[config.mk]
export PLATFORM = sky130hd
export DESIGN_NAME = load_store_unit
export DESIGN_NICKNAME = d
export VERILOG_FILES = /design/src/rtl/load_store_unit.sv
export SDC_FILE = /design/constraint.sdc
export NUM_CORES = 1
export LEC_CHECK = 0
export ABC_CLOCK_PERIOD_IN_PS = 2000
export CAP_MARGIN = 25
export CORE_ASPECT_RATIO = 1.25
export CORE_MARGIN = 2
export CORE_UTILIZATION = 39
export CTS_CLUSTER_DIAMETER = 150
export DETAILED_ROUTE_END_ITERATION = 6
export GPL_ROUTABILITY_DRIVEN = 1
export HOLD_SLACK_MARGIN = 0.03
export PLACE_DENSITY = 0.77
export SETUP_SLACK_MARGIN = 0.02
export SLEW_MARGIN = 20
export SYNTH_ARGS = -nofsm -noshare
export SYNTH_HDL_FRONTEND = slang
export SYNTH_SLANG_ARGS = --single-unit
[constraint.sdc]
create_clock -name clk -period 2 [get_ports clk]
set_input_delay 0.2 -clock clk [delete_from_list [all_inputs] [get_ports clk]]
set_output_delay 0.2 -clock clk [all_outputs]
set_load 0.02 [all_outputs]
[src/rtl/load_store_unit.sv]
// Data-memory load/store responder for the single-cycle RV32I core: valid/ready bus access, core stall, load extension.
// Optional bus-wait timeout enabled by defining LSU_TIMEOUT_EN (bus_err tied low otherwise).
//
// state | meaning
// IDLE  | waiting for mem_read/mem_write; illegal requests go straight to DONE
// BUSY  | bus_req held high with stable request fields until bus_ready (or timeout)
// DONE  | one cycle with stall low so the core retires; error pulses live here
module load_store_unit #(
    parameter int ADDR_W         = 32,
    parameter int TIMEOUT_CYCLES = 16
) (
    input  logic              clk,
    input  logic              rst,
    input  logic              mem_read,
    input  logic              mem_write,
    input  logic [2:0]        funct3,
    input  logic [ADDR_W-1:0] addr,
    input  logic [31:0]       wdata,
    output logic              stall,
    output logic [31:0]       load_data,
    output logic              access_err,
    output logic              bus_req,
    output logic              bus_we,
    output logic [ADDR_W-1:0] bus_addr,
    output logic [3:0]        bus_be,
    output logic [31:0]       bus_wdata,
    input  logic              bus_ready,
    input  logic [31:0]       bus_rdata,
    output logic              bus_err
);

    typedef enum logic [1:0] {S_IDLE, S_BUSY, S_DONE} state_t;

    state_t      state, state_nx;
    logic        req, illegal, is_half, is_word;
    logic [3:0]  be_nx;
    logic [31:0] wdata_nx;
    logic [2:0]  op_f3;
    logic [1:0]  op_ofs;
    logic [15:0] sh16;
    logic [31:0] ext;
    logic        tmo, finish;

    always_comb begin
        req     = mem_read | mem_write;
        is_half = (funct3[1:0] == 2'b01);
        is_word = (funct3[1:0] == 2'b10);
        illegal = 1'b0;
        if (mem_read && mem_write)
            illegal = 1'b1;
        if (mem_read && (funct3 == 3'b011 || funct3 == 3'b110 || funct3 == 3'b111))
            illegal = 1'b1;
        if (mem_write && (funct3[2] || funct3[1:0] == 2'b11))
            illegal = 1'b1;
        if (is_half && addr[0])
            illegal = 1'b1;
        if (is_word && addr[1:0] != 2'b00)
            illegal = 1'b1;

        be_nx    = 4'b0000;
        wdata_nx = wdata;
        case (funct3[1:0])
            2'b00: begin
                be_nx    = 4'b0001 << addr[1:0];
                wdata_nx = {4{wdata[7:0]}};
            end
            2'b01: begin
                be_nx    = 4'b0011 << addr[1:0];
                wdata_nx = {2{wdata[15:0]}};
            end
            2'b10: be_nx = 4'b1111;
            default: be_nx = 4'b0000;
        endcase
    end

    // Lane extraction uses the offset and funct3 latched when the request was accepted.
    always_comb begin
        sh16 = 16'(bus_rdata >> {op_ofs, 3'b000});
        case (op_f3)
            3'b000:  ext = {{24{sh16[7]}}, sh16[7:0]};
            3'b100:  ext = {24'h0, sh16[7:0]};
            3'b001:  ext = {{16{sh16[15]}}, sh16};
            3'b101:  ext = {16'h0, sh16};
            default: ext = bus_rdata;
        endcase
    end

`ifdef LSU_TIMEOUT_EN
    logic [7:0] wait_cnt;

    assign tmo = !bus_ready && (wait_cnt == 8'(TIMEOUT_CYCLES - 1));

    always_ff @(posedge clk) begin
        if (rst) begin
            wait_cnt <= 8'd0;
            bus_err  <= 1'b0;
        end else begin
            bus_err <= 1'b0;
            if (state == S_IDLE)
                wait_cnt <= 8'd0;
            else if (state == S_BUSY && !bus_ready)
                wait_cnt <= wait_cnt + 8'd1;
            if (state == S_BUSY && tmo)
                bus_err <= 1'b1;
        end
    end
`else
    assign tmo     = 1'b0;
    assign bus_err = 1'b0;
`endif

    assign finish = bus_ready | tmo;

    always_ff @(posedge clk) begin
        if (rst)
            state <= S_IDLE;
        else
            state <= state_nx;
    end

    always_comb begin
        state_nx = state;
        stall    = 1'b0;
        case (state)
            S_IDLE: begin
                stall = req;
                if (req)
                    state_nx = illegal ? S_DONE : S_BUSY;
            end
            S_BUSY: begin
                stall = 1'b1;
                if (finish)
                    state_nx = S_DONE;
            end
            S_DONE:  state_nx = S_IDLE;
            default: state_nx = S_IDLE;
        endcase
    end

    always_ff @(posedge clk) begin
        if (rst) begin
            bus_req    <= 1'b0;
            bus_we     <= 1'b0;
            bus_addr   <= '0;
            bus_be     <= 4'b0000;
            bus_wdata  <= 32'h0;
            load_data  <= 32'h0;
            access_err <= 1'b0;
            op_f3      <= 3'b000;
            op_ofs     <= 2'b00;
        end else begin
            access_err <= 1'b0;
            case (state)
                S_IDLE: begin
                    if (req) begin
                        if (illegal) begin
                            access_err <= 1'b1;
                            load_data  <= 32'h0;
                        end else begin
                            bus_req   <= 1'b1;
                            bus_we    <= mem_write;
                            bus_addr  <= {addr[ADDR_W-1:2], 2'b00};
                            bus_be    <= be_nx;
                            bus_wdata <= wdata_nx;
                            op_f3     <= funct3;
                            op_ofs    <= addr[1:0];
                        end
                    end
                end
                S_BUSY: begin
                    if (bus_ready) begin
                        bus_req <= 1'b0;
                        if (!bus_we)
                            load_data <= ext;
                    end else if (tmo) begin
                        bus_req   <= 1'b0;
                        load_data <= 32'h0;
                    end
                end
                default: ;
            endcase
        end
    end

endmodule

==> results of run 1 <==
==> final cells by class <==
class	instances	share of cell area, %
flip-flops and latches	108	27.5
clock buffers	9	2.86
repair buffers	255	32.5
inverters	11	0.525
multi-input cells	420	32.9
diodes	1	0.0318
clock inverters	7	1.07
well taps	168	2.67
==> what timing repair did <==
item / 4_1_cts / 5_1_grt
pin swaps: 0 / 1
buffers inserted: 0 / 2
cloned: 0 / 1
resized for setup: 2 / 6
setup endpoints to repair: 1 / 24
==> power groups by stage <==
stage	registers [W]	logic [W]	clock network, W
floorplan	0.00260	0.000666	0
global placement	0.00244	0.00163	0
detailed placement	0.00244	0.00165	0
CTS	0.00240	0.00166	0.00188
global route	0.00242	0.00181	0.00196
finish	0.00240	0.00169	0.00185
==> metrics by stage <==
| stage | setup WS [ps] | instances | util (%) |
|---|---|---|---|
| 3_5_place_dp | -224 | 959 | 59.3 |
| 6_report | 72.3 | 979 | 62.2 |
| 2_1_floorplan | 111 | 604 | - |
| 3_3_place_gp | -124 | 959 | 59.3 |
| 4_1_cts | 130 | 975 | 61.8 |
| 5_1_grt | 4.21 | 979 | 62.2 |
==> worst max-delay path by stage <==
stage	start	to	slack (ps)
after floorplan	op_ofs[1]$_SDFFE_PP0P_	load_data[22]$_SDFFE_PP0P_	110
after CTS	funct3[1]	bus_wdata[15]$_SDFFE_PP0P_	130
after global placement	funct3[0]	bus_wdata[8]$_SDFFE_PP0P_	-120
final	funct3[0]	bus_wdata[26]$_SDFFE_PP0P_	70
after detailed placement	funct3[1]	load_data[29]$_SDFFE_PP0P_	-220
after global routing	funct3[0]	bus_wdata[12]$_SDFFE_PP0P_	4
==> cell usage after synthesis, types with 10 or more instances <==
library cell | number | share of area (%)
dfxtp_1 | 108 | 43
nand2b_1 | 15 | 1.9
o2bb2ai_1 | 17 | 3.0
o21ai_0 | 70 | 7.0
nor2_1 | 22 | 1.6
nand3_1 | 58 | 5.8
mux2i_1 | 31 | 6.2
a21oi_1 | 76 | 7.6
o211ai_1 | 14 | 2.1
inv_1 | 10 | 0.75
nand2_1 | 34 | 2.5
buf_2 | 10 | 1.0
clkbuf_1 | 50 | 3.7
a211oi_1 | 13 | 1.9
==> flip-flops by register name (all words and copies together) (netlist names) <==
signal      flops
access_err      1
bus_addr       30
bus_be          4
bus_req         1
bus_wdata      32
bus_we          1
load_data      32
op_f3           3
op_ofs          2
state           2
==> logic make-up (layout without fill, tap and decap cells) <==
kind of cell,count (synthesis),in the layout,share of synthesized area (%)
other,1,4,0.0746
AND/OR/NAND/NOR,156,156,15.2
XOR/XNOR,1,1,0.174
buffers and inverters,76,282,6.15
flip-flops,108,108,43.0
AO/OA/AOI/OAI,227,227,28.5
multiplexers,33,33,6.85
==> metal layers <==
layer	vias up	track usage, %	wire length [um]
li1	2598	-	-
met1	2620	27.2	6480
met2	235	41.1	8530
met3	28	6.15	1320
met4	0	7.59	361
met5	-	0	0
==> cells in the final DEF, fill, tap and decap left out, drive strengths merged, types with 8 or more instances in the layout <==
master         instances
o2bb2ai               17
mux2i                 31
nor2                  23
o21ai                 70
a21oi                 77
buf                   50
nand3                 58
inv                   13
clkbuf                10
clkdlybuf4s50        202
nand2                 34
a311oi                 8
o211ai                14
dfxtp                108
a211oi                13
nand2b                15
==> critical path, stage by stage <==
cell and delay, ps:
clkdlybuf4s50_1 570, and3b_2 280, a2111oi_4 470, buf_4 200
buf_6 200, nand3_1 100, a21oi_1 170
==> PnR_summary.wiki, run 1 <==
{| class="wikitable"
! Metric !! Value
|-
| Share of power burned in the clock network || 31.2%
|-
| Yosys warning count || 0
|-
| Global-route wire length before repair || 26000 um
|-
| Max_slew headroom || 59.3%
|-
| Post-synth design cell area || 5030 sq um
|-
| Worst slack on hold paths || 131 ps
|-
| Static leakage || 2.80 nW
|-
| Total negative setup slack || 0 ps
|-
| Max Transition Viols Final || 0
|-
| Initial Utilization || 39.7%
|-
| Final GP Congestion || 0.836
|-
| Combinational Power Share || 28.5%
|-
| Gr ovfl total || 0
|-
| Detailed Routing Iterations Pass 1 || 5
|-
| DRC marker count from the first detailed-route iteration || 284
|-
| Setup repair after global routing missed its margin || no
|-
| Total power || 0.00594 W
|-
| Area taken by flip-flops and latches || 2160 sq um
|-
| Number of buffers inserted during clock tree synthesis || 9
|-
| Top-Level Pins || 209
|-
| Cell count of the worst hold path || 2
|-
| Total of max-cap violations || 0
|-
| Sw Pwr || 0.00183 W
|-
| Number of enable flip-flop cells after synthesis || 0
|-
| Worst reg2reg setup slack || 200 ps
|-
| Number of hold-slack violations in the final timing report || 0
|-
| Final clock period utilization by the worst path || 96.4%
|-
| Placeable Area || 12700 sq um
|-
| Area of placed instances || 7510 sq um
|-
| Total of endpoints with negative setup slack in the final report || 0
|-
| DR vias/cell || 5.60
|-
| Multi-input logic area || 2590 sq um
|-
| Critical path type || in -> reg
|-
| Cell area after layout || 7870 sq um
|-
| Data required time of the critical path || 2270 ps
|-
| Via total after detailed routing || 5481
|-
| Die width || 106 um
|-
| Synth Register Bits || 108
|-
| Fraction of power spent switching nets || 30.8%
|-
| Highest Clock Rate || 519 MHz
|-
| Share of post-route cells with drive strength above 1 || 9.88%
|-
| Outcome || completed
|-
| Endpoint class of the critical path || flop
|-
| Worst-case reg-to-reg path depth || 6
|-
| Number of fill cells in the layout || 1080
|-
| Arrival time reported for the critical path endpoint || 2190 ps
|-
| End point of the most critical hold path || access_err$_SDFF_PP0_
|-
| Proportion of power drawn by flip-flops and latches || 40.3%
|-
| CTS tree || yes
|-
| Layout-stage area growth over the synthesis result || 56.6%
|-
| Cell variety after synth || 47
|-
| Sink Count || 108
|-
| Path type of the worst min-delay path || in -> reg
|-
| Via count of the first global-routing pass || 5346
|-
| Cells after synthesis || 602
|-
| Number of antenna violations at the first check in global routing || 1
|-
| Final antenna-violating net count || 0
|-
| Startpoint class of the critical path || primary input
|-
| Actual transition at the worst max-transition pin || 608 ps
|-
| Most used flip-flop cell after synthesis || dfxtp_1
|-
| Power Dens Cells || 755 nW/um^2
|-
| Largest vdd supply drop || 0.000522 V
|-
| Area of the die || 13800 sq um
|-
| Post-layout min period || 1930 ps
|-
| Register area share after synthesis || 43.0%
|-
| Net count of the finished layout || 909
|-
| Maximum number of pins on one net before global-route repair || 50
|-
| Htree depth || 3
|-
| Post-synthesis area per instance || 8.35 sq um
|-
| Clock Skews || 8.22 ps
|-
| Clock Root Buffer || clkbuf_16
|-
| Estimated wirelength of the detail-placed design || 12100 um
|-
| Endpoint of the worst-slack reg-to-reg timing path || bus_wdata[26]$_SDFFE_PP0P_
|-
| Insertion delay of the later-clocked pin in the worst-skew pair || 350 ps
|-
| Reg2Reg Launch Point || state[0]$_SDFFE_PP0P_
|-
| Count of input and output buffers || 205
|-
| Cts-stage hold buffer count || 0
|-
| Wire per inst || 17.0 um
|-
| Vert. Die Dim || 131 um
|-
| Clock Pin Slew Worst Setup and Hold Paths || 80 ps
|-
| Standard-cell rows || 46
|-
| Total wirelength of the detailed-routed design || 16700 um
|-
| Remaining design rule violation count || 0
|-
| Number of buffers between clock root and the deepest sink || 2
|-
| Startpoint of the most critical hold path || rst
|-
| Overall track demand over capacity in global routing || 23.1%
|-
| Critical-path maximum fanout || 21
|-
| Internal power component || 0.00411 W
|-
| Async set-or-reset flop fraction in the synthesized netlist || 0%
|}
Power figures use the tool's default switching activity.
==> inputs of run 2 (changes only) <==
CELL_PAD_IN_SITES_DETAIL_PLACEMENT = 1   (was default)
CELL_PAD_IN_SITES_GLOBAL_PLACEMENT = 2   (was default)
CORE_UTILIZATION = 21   (was 39)
PLACE_DENSITY = default   (was 0.77)
PLACE_DENSITY_LB_ADDON = 0.1   (was default)
==> run 2 against run 1 <==
Via count shrank 0.86%. Hold slack improved by 230 ps. Largest cell class unchanged. Final area grew 1.5%. Worst setup slack improved by 20 ps.
==> PnR_summary.wiki, run 2 (synthesized netlist as in run 1, its figures left out) <==
{| class="wikitable"
! Metric !! Value
|-
| Outcome || completed
|-
| Worst slack on hold paths || 357 ps
|-
| Gr ovfl total || 0
|-
| Net count of the finished layout || 914
|-
| Startpoint class of the critical path || primary input
|-
| Sw Pwr || 0.00191 W
|-
| Placeable Area || 23600 sq um
|-
| Vert. Die Dim || 177 um
|-
| Estimated wirelength of the detail-placed design || 15900 um
|-
| Final clock period utilization by the worst path || 95.4%
|-
| Number of antenna diodes || 0
|-
| Total instance count after detailed placement || 1086
|-
| Worst-case reg-to-reg path depth || 6
|-
| Proportion of power drawn by flip-flops and latches || 40.5%
|-
| Share of post-route cells with drive strength above 1 || 10.3%
|-
| Non-filler cells, final || 1106
|-
| Layout-stage area growth over the synthesis result || 59.0%
|-
| Detailed Routing Iterations Pass 1 || 4
|-
| End point of the most critical hold path || op_f3[0]$_SDFFE_PP0P_
|-
| Placement-stage worst setup slack || -481 ps
|-
| Count of input and output buffers || 205
|-
| Initial Utilization || 21.3%
|-
| Total power || 0.00592 W
|-
| Wire per inst || 19.8 um
|-
| Actual transition at the worst max-transition pin || 608 ps
|-
| Internal power component || 0.00401 W
|-
| Path type of the worst min-delay path || in -> reg
|-
| Area of placed instances || 7630 sq um
|-
| Share of power burned in the clock network || 29.5%
|-
| Die width || 142 um
|-
| Combinational Power Share || 30.0%
|-
| Max_slew headroom || 59.4%
|-
| Data required time of the critical path || 2250 ps
|-
| Cell area after layout || 7990 sq um
|-
| Largest vdd supply drop || 0.000408 V
|-
| Startpoint of the most critical hold path || funct3[0]
|-
| Number of hold-slack violations in the final timing report || 0
|-
| Reg2Reg Launch Point || state[0]$_SDFFE_PP0P_
|-
| Endpoint of the worst-slack reg-to-reg timing path || bus_wdata[9]$_SDFFE_PP0P_
|-
| Final antenna-violating net count || 0
|-
| Area of the die || 25200 sq um
|-
| Clock Pin Slew Worst Setup and Hold Paths || 70 ps
|-
| Highest Clock Rate || 524 MHz
|-
| Power Dens Cells || 741 nW/um^2
|-
| Overall track demand over capacity in global routing || 16.8%
|-
| Total of endpoints with negative setup slack in the final report || 0
|-
| Sink Count || 108
|-
| Clock Root Buffer || clkbuf_16
|-
| Max Transition Viols Final || 0
|-
| Post-layout min period || 1910 ps
|-
| Top-Level Pins || 209
|-
| Via count of the first global-routing pass || 5724
|-
| DR vias/cell || 4.91
|-
| Insertion delay of the later-clocked pin in the worst-skew pair || 360 ps
|-
| Worst reg2reg setup slack || 110 ps
|-
| Htree depth || 3
|-
| Number of buffers inserted during clock tree synthesis || 9
|-
| Fraction of power spent switching nets || 32.3%
|-
| Arrival time reported for the critical path endpoint || 2160 ps
|-
| Remaining design rule violation count || 0
|-
| Critical path type || in -> reg
|-
| DRC marker count from the first detailed-route iteration || 179
|-
| Number of buffers between clock root and the deepest sink || 2
|-
| Maximum number of pins on one net before global-route repair || 55
|-
| Via total after detailed routing || 5434
|-
| Most used cells in the layout excluding fill and tap cells || 201 x clkdlybuf4s50_1, 108 x dfxtp_1, 76 x a21oi_1, 70 x o21ai_0, 58 x nand3_1
|-
| Total of max-cap violations || 0
|-
| Cell count of the worst hold path || 4
|-
| Cts-stage hold buffer count || 0
|-
| Global-route wire length before repair || 32900 um
|-
| Final GP Congestion || 0.788
|-
| Critical-path maximum fanout || 44
|-
| Clock Skews || 10.7 ps
|-
| Number of antenna violations at the first check in global routing || 1
|-
| Endpoint class of the critical path || flop
|-
| CTS tree || yes
|-
| Total wirelength of the detailed-routed design || 21900 um
|-
| Largest registers || bus_wdata (32), load_data (32), bus_addr (30)
|-
| Setup repair after global routing missed its margin || no
|-
| Standard-cell rows || 63
|-
| Number of fill cells in the layout || 2738
|-
| Static leakage || 2.80 nW
|-
| Least setup slack across all paths after layout || 91.9 ps
|-
| Leading cell type in the layout, fill and taps excluded || clkdlybuf4s50_1
|}
==> run 2: power groups by stage <==
stage	Combinational, W	Sequential, W	Clock [W]
global placement	0.00171	0.00245	0
CTS	0.00174	0.00240	0.00184
finish	0.00177	0.00240	0.00175
detailed placement	0.00174	0.00245	0
global route	0.00191	0.00242	0.00191
floorplan	0.000666	0.00260	0
==> run 2: what timing repair did <==
action                     in CTS  in global routing
setup endpoints to repair      27                 54
buffers inserted                0                  3
gates resized for setup         4                  3
pin swaps                       0                  2
cloned                          0                  2
==> run 2: per-stage QoR <==
step	util [%]	setup TNS [ps]
2_1_floorplan	-	0
3_3_place_gp	32.3	-24290
3_5_place_dp	32.3	-31800
4_1_cts	33.5	0
5_1_grt	33.8	0
6_report	33.8	0
==> run 2: worst max path at each step <==
stage	start	to	cells after the start
2_1_floorplan	op_ofs[1]$_SDFFE_PP0P_	load_data[22]$_SDFFE_PP0P_	5
3_3_place_gp	mem_read	bus_addr[11]$_SDFFE_PP0P_	6
3_5_place_dp	mem_read	bus_addr[3]$_SDFFE_PP0P_	6
4_1_cts	funct3[0]	bus_addr[3]$_SDFFE_PP0P_	8
5_1_grt	state[0]$_SDFFE_PP0P_	bus_be[2]$_SDFFE_PP0P_	6
6_report	mem_read	bus_wdata[14]$_SDFFE_PP0P_	6
==> run 2: layout make-up <==
type | count | area, sq um | share of cell area [%]
clock buffers | 10 | 239 | 2.99
inverters | 11 | 41.3 | 0.517
repair buffers | 260 | 2560 | 32.1
clock inverters | 5 | 37.5 | 0.470
well taps | 292 | 365 | 4.57
flip-flops and latches | 108 | 2160 | 27.1
multi-input cells | 420 | 2580 | 32.3
==> run 2: critical path, cell delays in order <==
cell	delay [ps]
clkdlybuf4s50_1	480
a211oi_1	450
or3_2	260
buf_6	340
a21oi_1	120
a311oi_1	290
==> run 2: layer usage <==
layer / part of all wire, % / up-vias / global-route usage, %
met4: 1.6 / 2 / 4.87
met3: 5.4 / 27 / 3.98
li1: - / 2603 / -
met1: 43 / 2657 / 20.1
met2: 50 / 145 / 29.9
met5: 0.050 / - / 0
==> inputs of run 3 (changes only) <==
CELL_PAD_IN_SITES_DETAIL_PLACEMENT = default   (was 1)
CELL_PAD_IN_SITES_GLOBAL_PLACEMENT = default   (was 2)
CORE_UTILIZATION = 39   (was 21)
PLACE_DENSITY = 0.77   (was default)
PLACE_DENSITY_LB_ADDON = default   (was 0.1)
==> results of run 3 <==
Final layout, timing and power as in run 1 (identical DEF).
